[config.mk]
export PLATFORM = sky130hd
export DESIGN_NAME = exp_gate_bist
export DESIGN_NICKNAME = d
export VERILOG_FILES = /design/src/rtl/exp_gate_bist.sv
export SDC_FILE = /design/constraint.sdc
export NUM_CORES = 1
export LEC_CHECK = 0
export CORE_ASPECT_RATIO = 1.25
export CORE_MARGIN = 2
export CORE_UTILIZATION = 30
export CTS_CLUSTER_DIAMETER = 150
export DETAILED_ROUTE_END_ITERATION = 8
export PLACE_DENSITY_LB_ADDON = 0.3
export SYNTH_ARGS = -nofsm -noshare
export SYNTH_HDL_FRONTEND = slang
export SYNTH_SLANG_ARGS = --single-unit
[constraint.sdc]
create_clock -name CLK -period 1.6 [get_ports CLK]
set_clock_uncertainty 0.1 [all_clocks]
set_input_delay 0.32 -clock CLK [delete_from_list [all_inputs] [get_ports CLK]]
set_output_delay 0.32 -clock CLK [all_outputs]
set_load 0.02 [all_outputs]
[src/rtl/exp_gate_bist.sv]
// Exerciser for a 10-input expander gate: sweeps all input vectors, checks XBAR == ~X, MISR-compacts {XBAR,X}.
// Each vector takes SETTLE+1 cycles; START is accepted only in IDLE and ignored otherwise.
module exp_gate_bist #(
  parameter int unsigned              N_IN       = 10,
  parameter int unsigned              SETTLE     = 2,
  parameter int unsigned              SIG_W      = 16,
  parameter logic [SIG_W-1:0]         POLY       = 16'h1021,
  parameter logic [SIG_W-1:0]         GOLDEN_SIG = 16'h0000
) (
  input  logic                        CLK,
  input  logic                        RST,
  input  logic                        START,
  input  logic                        X,
  input  logic                        XBAR,
  output logic [N_IN-1:0]             VEC,
  output logic                        BUSY,
  output logic                        DONE,
  output logic                        PASS,
  output logic [7:0]                  ERR_CNT,
  output logic [SIG_W-1:0]            SIGNATURE
);

  localparam int unsigned WAIT_W = (SETTLE < 2) ? 1 : $clog2(SETTLE);
  localparam logic [WAIT_W-1:0] WAIT_LAST = WAIT_W'(SETTLE - 1);

  typedef enum logic [1:0] {
    IDLE   = 2'd0,
    APPLY  = 2'd1,
    SAMPLE = 2'd2,
    FIN    = 2'd3
  } state_t;

  state_t              state_q, state_d;
  logic [N_IN-1:0]     vec_q, vec_d;
  logic [WAIT_W-1:0]   wait_q, wait_d;
  logic                busy_q, busy_d;
  logic                done_q, done_d;
  logic [7:0]          err_q, err_d;
  logic [SIG_W-1:0]    sig_q, sig_d;
  logic [SIG_W-1:0]    sig_next;

  // Galois-style MISR step with the gate pair folded into the two LSBs
  always_comb begin
    sig_next = {sig_q[SIG_W-2:0], 1'b0}
             ^ (sig_q[SIG_W-1] ? POLY : '0)
             ^ {{(SIG_W-2){1'b0}}, XBAR, X};
  end

  always_comb begin
    state_d = state_q;
    vec_d   = vec_q;
    wait_d  = wait_q;
    done_d  = done_q;
    err_d   = err_q;
    sig_d   = sig_q;

    case (state_q)
      IDLE: begin
        if (START) begin
          state_d = APPLY;
          vec_d   = '0;
          wait_d  = '0;
          done_d  = 1'b0;
          err_d   = '0;
          sig_d   = '0;
        end
      end
      APPLY: begin
        if (wait_q == WAIT_LAST) begin
          state_d = SAMPLE;
        end else begin
          wait_d = wait_q + WAIT_W'(1);
        end
      end
      SAMPLE: begin
        sig_d = sig_next;
        if ((X == XBAR) && (err_q != 8'hFF)) begin
          err_d = err_q + 8'd1;
        end
        // Last vector ends the sweep; VEC never wraps back to zero.
        if (&vec_q) begin
          state_d = FIN;
        end else begin
          vec_d   = vec_q + N_IN'(1);
          wait_d  = '0;
          state_d = APPLY;
        end
      end
      FIN: begin
        done_d  = 1'b1;
        state_d = IDLE;
      end
      default: state_d = IDLE;
    endcase

    busy_d = (state_d == APPLY) || (state_d == SAMPLE);
  end

  always_ff @(posedge CLK) begin
    if (RST) begin
      state_q <= IDLE;
      vec_q   <= '0;
      wait_q  <= '0;
      busy_q  <= 1'b0;
      done_q  <= 1'b0;
      err_q   <= '0;
      sig_q   <= '0;
    end else begin
      state_q <= state_d;
      vec_q   <= vec_d;
      wait_q  <= wait_d;
      busy_q  <= busy_d;
      done_q  <= done_d;
      err_q   <= err_d;
      sig_q   <= sig_d;
    end
  end

  assign VEC       = vec_q;
  assign BUSY      = busy_q;
  assign DONE      = done_q;
  assign ERR_CNT   = err_q;
  assign SIGNATURE = sig_q;
  assign PASS      = done_q && (err_q == 8'd0) && (sig_q == GOLDEN_SIG);

endmodule

==> run_summary.xml, run 1 <==
<?xml version="1.0" encoding="UTF-8"?>
<metrics>
  <group name="setup_path">
    <metric name="r2r-start" unit="">ERR_CNT[1]</metric>
    <metric name="r2r_cells" unit="">7</metric>
    <metric name="worstPathMaxFanout" unit="">2</metric>
    <metric name="crit_path_start_kind" unit="">register</metric>
    <metric name="setup.worst_path.end_class" unit="">output pin</metric>
    <metric name="worstSetupPathType" unit="">reg -&gt; out</metric>
    <metric name="worstPathRequired" unit="ps">1180</metric>
    <metric name="timing.critical_path.arrival" unit="ps">1370</metric>
    <metric name="r2r_slack" unit="ps">-110</metric>
    <metric name="r2r-end" unit="">ERR_CNT[7]</metric>
  </group>
  <group name="run_status">
    <metric name="run_status" unit="">finished, violations left</metric>
    <metric name="failed_checks" unit="">negative setup slack</metric>
  </group>
  <group name="synthesis">
    <metric name="synthesis.instances" unit="">214</metric>
    <metric name="netlist-cell-type-count" unit="">43</metric>
    <metric name="synth_edf_count" unit="">0</metric>
    <metric name="synth.top_cells.by_area" unit="">dfxtp_1, a22oi_1, nor2_1</metric>
    <metric name="proportion_of_netlist_area_held_by_the_largest_area_contributor" unit="%">43.2</metric>
    <metric name="syn_nets" unit="">222</metric>
    <metric name="synthesis.area_per_instance" unit="µm²">8.45</metric>
    <metric name="fraction_of_synthesis_flops_using_an_asynchronous_set_or_reset_pin" unit="%">0</metric>
    <metric name="syn-cell-area" unit="mm²">0.00181</metric>
    <metric name="area_leader_netlist" unit="">dfxtp_1</metric>
    <metric name="ys_dominant_reg_cell" unit="">dfxtp_1</metric>
    <metric name="postSynthRegisterBits" unit="">39</metric>
    <metric name="sequential_area_share_after_synthesis" unit="%">43.2</metric>
    <metric name="yosysWarnings" unit="">0</metric>
  </group>
  <group name="clock_tree">
    <metric name="worstSkewPairLatency" unit="ps">290</metric>
    <metric name="clock-sinks" unit="">39</metric>
    <metric name="clock_tree_from_tritoncts" unit="">done</metric>
    <metric name="clk_root_buffer_cell" unit="">clkbuf_8</metric>
    <metric name="cts-root-to-sink-buffers" unit="">2</metric>
    <metric name="tritoncts.num_buffers" unit="">5</metric>
    <metric name="number_of_hold_repair_buffers_added_at_the_cts_stage" unit="">0</metric>
    <metric name="cts_htree_levels" unit="">2</metric>
    <metric name="clk_pin_slew_worst_setup_hold_paths" unit="ps">70</metric>
  </group>
  <group name="layout">
    <metric name="nFillCells" unit="">538</metric>
    <metric name="syn_to_final_growth" unit="%">71.1</metric>
    <metric name="final_net_count" unit="">328</metric>
    <metric name="diodes" unit="">0</metric>
    <metric name="finalNonFillerCells" unit="">387</metric>
    <metric name="drive_gt1_share" unit="%">40.2</metric>
    <metric name="finalCoreUtilization" unit="%">53.2</metric>
  </group>
  <group name="die">
    <metric name="io_pins" unit="">42</metric>
    <metric name="initial_utilization" unit="%">31.1</metric>
    <metric name="dieArea" unit="mm²">0.00667</metric>
    <metric name="coreArea" unit="mm²">0.00582</metric>
    <metric name="placement_rows" unit="">31</metric>
    <metric name="die_height" unit="µm">90.8</metric>
    <metric name="die-width" unit="µm">73.4</metric>
  </group>
  <group name="place">
    <metric name="dp_cells" unit="">368</metric>
    <metric name="gpl.final_weighted_congestion" unit="">0.896</metric>
    <metric name="count_of_buffers_from_port_buffering" unit="">41</metric>
    <metric name="detailed_place_hpwl" unit="µm">3920</metric>
    <metric name="post-place-ws" unit="ps">-459</metric>
  </group>
  <group name="worst_hold_path">
    <metric name="min_to" unit="">ERR_CNT[0]</metric>
    <metric name="hold_start" unit="">ERR_CNT[0]</metric>
    <metric name="min_delay_path_depth" unit="">2</metric>
    <metric name="hold_path.class" unit="">reg -&gt; reg</metric>
  </group>
  <group name="sta">
    <metric name="final_period_minus_worst_setup_slack" unit="ps">1790</metric>
    <metric name="setup_tns" unit="ps">-761</metric>
    <metric name="relSlewSlack" unit="%">81.9</metric>
    <metric name="worst_slew_pin_slew" unit="ps">269</metric>
    <metric name="finalMaxSlewViolations" unit="">0</metric>
    <metric name="fmax" unit="MHz">560</metric>
    <metric name="min_period_over_period" unit="%">112</metric>
    <metric name="number_of_endpoints_failing_setup_at_the_final_stage" unit="">11</metric>
    <metric name="timing_hold_violations_final" unit="">0</metric>
    <metric name="unrepaired_setup_endpoints_after_global_routing" unit="">true</metric>
    <metric name="timing.final.ws_setup" unit="ps">-186</metric>
  </group>
  <group name="route">
    <metric name="drt_iter0_markers" unit="">50</metric>
    <metric name="via_count" unit="">2063</metric>
    <metric name="route.final.wire_length" unit="µm">5660</metric>
    <metric name="dr.pass1.iters" unit="">4</metric>
    <metric name="via_per_instance_ratio" unit="">5.33</metric>
    <metric name="wl_per_cell" unit="µm">14.6</metric>
    <metric name="ant_nets" unit="">0</metric>
    <metric name="drc" unit="">0</metric>
  </group>
  <group name="global_route">
    <metric name="grt_max_degree" unit="">20</metric>
    <metric name="globalRoute.totalOverflow" unit="">0</metric>
    <metric name="grt_antenna_before_repair" unit="">0</metric>
    <metric name="grt_first_pass_wirelength" unit="µm">8990</metric>
    <metric name="vias_in_the_first_global_route" unit="">1972</metric>
    <metric name="grtUsageTotal" unit="%">17.0</metric>
  </group>
  <group name="power_and_ir_drop">
    <metric name="power-per-cell-area" unit="mW/mm²">608</metric>
    <metric name="cellLeakagePower" unit="nW">1.38</metric>
    <metric name="worst_ir_drop_vdd" unit="mV">0.542</metric>
    <metric name="design_power_total" unit="mW">1.88</metric>
  </group>
  <group name="flow_run">
    <metric name="cap_viol_max_count" unit="">0</metric>
  </group>
</metrics>
[final cells by class]
class / instances / area, µm² / area share [%]
multi-input cells: 157 / 1140 / 36.9
repair buffers: 112 / 928 / 30.0
flip-flops and latches: 39 / 820 / 26.5
clock buffers: 7 / 96.3 / 3.11
well taps: 66 / 82.6 / 2.67
inverters: 5 / 18.8 / 0.607
clock inverters: 1 / 6.26 / 0.202
[per-stage QoR]
stage                     hold slack [ps]  cell area, µm²
final                                 413            3090
after detailed placement              399            2760
after global routing                  458            3090
after CTS                             411            2920
after floorplan                       370            1880
after global placement                396            2760
[synthesized netlist by cell type (5+ instances only)]
cell	instances
clkbuf_1	9
inv_1	5
nand2_1	14
nor4_1	5
a21oi_1	13
o21ai_0	11
a22oi_1	16
dfxtp_1	39
nand3_1	8
xor2_1	6
nor3_1	5
nand4_1	6
nor2_1	23
[worst max-delay path, cell delays in order (launching register included)]
cell     delay [ps]
dfxtp_1         330
nor4_1          260
nand2_1         140
nor3_4          210
buf_6           140
[cell usage in the layout (no fill, tap or decap), drive strengths merged, types with 2 or more instances in the layout]
cell	n
a21o	2
nand2b	3
dfxtp	39
nand4b	2
xor2	6
o21ai	11
ha	3
o31ai	2
and4	3
clkdlybuf4s15	6
nor2b	2
and3	2
buf	72
nor4	5
dlygate4sd2	27
and2	2
a22oi	16
a211oi	2
a31oi	4
inv	6
nor2	23
or3	4
nand3	8
a21oi	13
nand4	7
clkdlybuf4s50	3
clkbuf	11
nand2	14
o211ai	2
or4	4
nor3	5
[per-layer routing]
| layer | global-route usage [%] | vias up | part of all wire [%] |
|---|---|---|---|
| li1 | - | 1000 | - |
| met1 | 19.2 | 988 | 40 |
| met2 | 30.1 | 61 | 52 |
| met3 | 3.35 | 14 | 5.6 |
| met4 | 7.12 | 0 | 2.6 |
| met5 | 0 | - | 0 |
[how the worst max path moves through the flow]
stage | from | to
finish | SIGNATURE[11] | PASS
global route | ERR_CNT[5] | PASS
CTS | SIGNATURE[5] | PASS
detailed placement | START | ERR_CNT[6]
global placement | START | ERR_CNT[6]
floorplan | VEC[5] | VEC[9]
[repair_timing]
| item | 4_1_cts | 5_1_grt |
|---|---|---|
| pin swaps | 10 | 18 |
| endpoints found under the setup margin | 47 | 24 |
| gates resized for setup | 60 | 44 |
| setup buffers | 6 | 6 |
[report_power, final]
group | total [mW] | internal [mW] | switching, mW
sequential | 0.977 | 0.969 | 0.00767
combinational | 0.169 | 0.0808 | 0.0885
clock | 0.736 | 0.393 | 0.343
total | 1.88 | 1.44 | 0.439
[cell families after synthesis]
logic type	after synthesis	synth area share (%)
compound gates	58	20.8
flops	39	43.2
fa+ha+maj	3	2.08
simple gates	88	26.0
buf+inv	18	3.94
xor+xnor	7	3.39
mux	1	0.554
[state kept, by name, indices dropped and copies added, names as in the netlist]
name,count
SIGNATURE,16
DONE,1
state_q,2
wait_q,1
VEC,10
BUSY,1
ERR_CNT,8
(Power assumes the default switching activity.)
==> run 2: changes to the inputs <==
CORE_UTILIZATION = 45   (was 30)
DONT_BUFFER_PORTS = 1   (was unset)
==> run_summary.xml, run 2 (synthesis gave the netlist of run 1 again) <==
<?xml version="1.0" encoding="UTF-8"?>
<metrics>
  <group name="run_status">
    <metric name="run_status" unit="">finished, violations left</metric>
    <metric name="failed_checks" unit="">negative setup slack</metric>
  </group>
  <group name="sta">
    <metric name="setup_tns" unit="ps">-242</metric>
    <metric name="number_of_endpoints_failing_setup_at_the_final_stage" unit="">4</metric>
    <metric name="final_period_minus_worst_setup_slack" unit="ps">1770</metric>
    <metric name="min_period_over_period" unit="%">110</metric>
    <metric name="timing_hold_violations_final" unit="">0</metric>
    <metric name="unrepaired_setup_endpoints_after_global_routing" unit="">true</metric>
    <metric name="fmax" unit="MHz">566</metric>
    <metric name="worst_hold_slack" unit="ps">44.3</metric>
    <metric name="finalMaxSlewViolations" unit="">0</metric>
    <metric name="worst_slew_pin_slew" unit="ps">881</metric>
    <metric name="timing.final.ws_setup" unit="ps">-168</metric>
    <metric name="relSlewSlack" unit="%">41.1</metric>
  </group>
  <group name="layout">
    <metric name="syn_to_final_growth" unit="%">42.8</metric>
    <metric name="finalNonFillerCells" unit="">324</metric>
    <metric name="drive_gt1_share" unit="%">40.0</metric>
    <metric name="postLayoutCellArea" unit="mm²">0.00258</metric>
    <metric name="nFillCells" unit="">311</metric>
    <metric name="layout_commonest_cell" unit="">buf_4</metric>
    <metric name="final_net_count" unit="">277</metric>
    <metric name="finalCoreUtilization" unit="%">67.7</metric>
    <metric name="largest_reg_flops" unit="">16</metric>
    <metric name="mostFrequentLayoutCells" unit="">buf_4, dfxtp_1, nor2_1</metric>
    <metric name="diodes" unit="">0</metric>
  </group>
  <group name="power_and_ir_drop">
    <metric name="seq_power_share" unit="%">54.3</metric>
    <metric name="cellLeakagePower" unit="nW">1.03</metric>
    <metric name="worst_ir_drop_vdd" unit="mV">0.517</metric>
    <metric name="power-per-cell-area" unit="mW/mm²">696</metric>
    <metric name="p_sw" unit="mW">0.468</metric>
    <metric name="p_int" unit="mW">1.33</metric>
    <metric name="power_frac_clock" unit="%">38.8</metric>
    <metric name="power.combinational.fraction" unit="%">7.0</metric>
    <metric name="design_power_total" unit="mW">1.80</metric>
    <metric name="switching_share" unit="%">26.0</metric>
  </group>
  <group name="setup_path">
    <metric name="crit_path_start_kind" unit="">register</metric>
    <metric name="r2r_cells" unit="">4</metric>
    <metric name="r2r_slack" unit="ps">-30</metric>
    <metric name="timing.critical_path.arrival" unit="ps">1350</metric>
    <metric name="worstPathMaxFanout" unit="">2</metric>
    <metric name="worstPathRequired" unit="ps">1180</metric>
    <metric name="worstSetupPathType" unit="">reg -&gt; out</metric>
    <metric name="setup.worst_path.end_class" unit="">output pin</metric>
  </group>
  <group name="route">
    <metric name="ant_nets" unit="">0</metric>
    <metric name="wl_per_cell" unit="µm">16.6</metric>
    <metric name="via_count" unit="">1881</metric>
    <metric name="route.final.wire_length" unit="µm">5370</metric>
    <metric name="drt_iter0_markers" unit="">119</metric>
    <metric name="dr.pass1.iters" unit="">4</metric>
    <metric name="drc" unit="">0</metric>
    <metric name="via_per_instance_ratio" unit="">5.81</metric>
  </group>
  <group name="worst_hold_path">
    <metric name="hold_path.class" unit="">in -&gt; reg</metric>
    <metric name="min_delay_path_depth" unit="">1</metric>
  </group>
  <group name="die">
    <metric name="initial_utilization" unit="%">47.4</metric>
    <metric name="io_pins" unit="">42</metric>
    <metric name="dieArea" unit="mm²">0.00454</metric>
    <metric name="die_height" unit="µm">74.9</metric>
    <metric name="die-width" unit="µm">60.7</metric>
    <metric name="placement_rows" unit="">25</metric>
    <metric name="coreArea" unit="mm²">0.00382</metric>
  </group>
  <group name="clock_tree">
    <metric name="clock_tree_from_tritoncts" unit="">done</metric>
    <metric name="clk_root_buffer_cell" unit="">clkbuf_8</metric>
    <metric name="cts-root-to-sink-buffers" unit="">2</metric>
    <metric name="clock-sinks" unit="">39</metric>
    <metric name="tritoncts.num_buffers" unit="">5</metric>
    <metric name="clk_pin_slew_worst_setup_hold_paths" unit="ps">90</metric>
    <metric name="worstSkewPairLatency" unit="ps">300</metric>
    <metric name="cts_htree_levels" unit="">2</metric>
  </group>
  <group name="global_route">
    <metric name="grt_max_degree" unit="">24</metric>
    <metric name="grtUsageTotal" unit="%">24.4</metric>
    <metric name="globalRoute.totalOverflow" unit="">0</metric>
    <metric name="grt_first_pass_wirelength" unit="µm">8360</metric>
    <metric name="grt_antenna_before_repair" unit="">0</metric>
    <metric name="vias_in_the_first_global_route" unit="">1901</metric>
  </group>
  <group name="flow_run">
    <metric name="cap_viol_max_count" unit="">0</metric>
  </group>
  <group name="place">
    <metric name="detailed_place_hpwl" unit="µm">3670</metric>
    <metric name="gpl.final_weighted_congestion" unit="">0.878</metric>
    <metric name="count_of_buffers_from_port_buffering" unit="">0</metric>
    <metric name="dp_cells" unit="">312</metric>
    <metric name="post-place-ws" unit="ps">-79.8</metric>
    <metric name="placement.cell_area" unit="mm²">0.00231</metric>
  </group>
</metrics>
run 2: area by class of cell:
type                            count  area, µm²  area share (%)
Tap cell                           54       67.6            2.62
Multi-Input combinational cell    157       1120            43.5
Inverter                            5       18.8           0.727
Clock buffer                        5       68.8            2.66
Sequential cell                    39        825            31.9
Clock inverter                      3       22.5           0.872
Timing Repair Buffer               61        458            17.7
run 2: routing by layer:
layer	up-vias	GRT usage (%)	wire length (µm)
li1	893	-	-
met1	899	26.2	2110
met2	77	43.1	2800
met3	12	6.19	351
met4	0	12.8	112
met5	-	0	0
run 2: final timing paths:
check                start         end
max          SIGNATURE[10]        PASS
min                    RST  ERR_CNT[3]
max reg2reg         VEC[1]      VEC[9]
min reg2reg         wait_q      wait_q
run 2: power by group through the flow:
stage | Clock (mW) | Combinational [mW] | Sequential (mW)
finish | 0.697 | 0.125 | 0.976
global route | 0.754 | 0.134 | 0.978
detailed placement | 0 | 0.0959 | 1.00
floorplan | 0 | 0.0778 | 1.00
CTS | 0.703 | 0.111 | 0.982
global placement | 0 | 0.0944 | 1.00
run 2: what timing repair did:
| action | 4_1_cts | 5_1_grt |
|---|---|---|
| hold buffers | 1 | 0 |
| cloned | 0 | 0 |
| hold endpoints to repair | 23 | 0 |
| pin swaps | 9 | 6 |
| gates resized for setup | 13 | 20 |
| setup endpoints to repair | 10 | 14 |
| buffers inserted | 2 | 2 |
run 2: critical path: stages, from the launching register on:
cell and delay [ps]:
dfxtp_1 320, nor4_1 280, nand2_1 150, nor3_4 290
==> run 3: changes to the inputs <==
ABC_AREA = 0   (was unset)
==> results of run 3 <==
Final layout, timing and power as in run 2 (identical DEF).
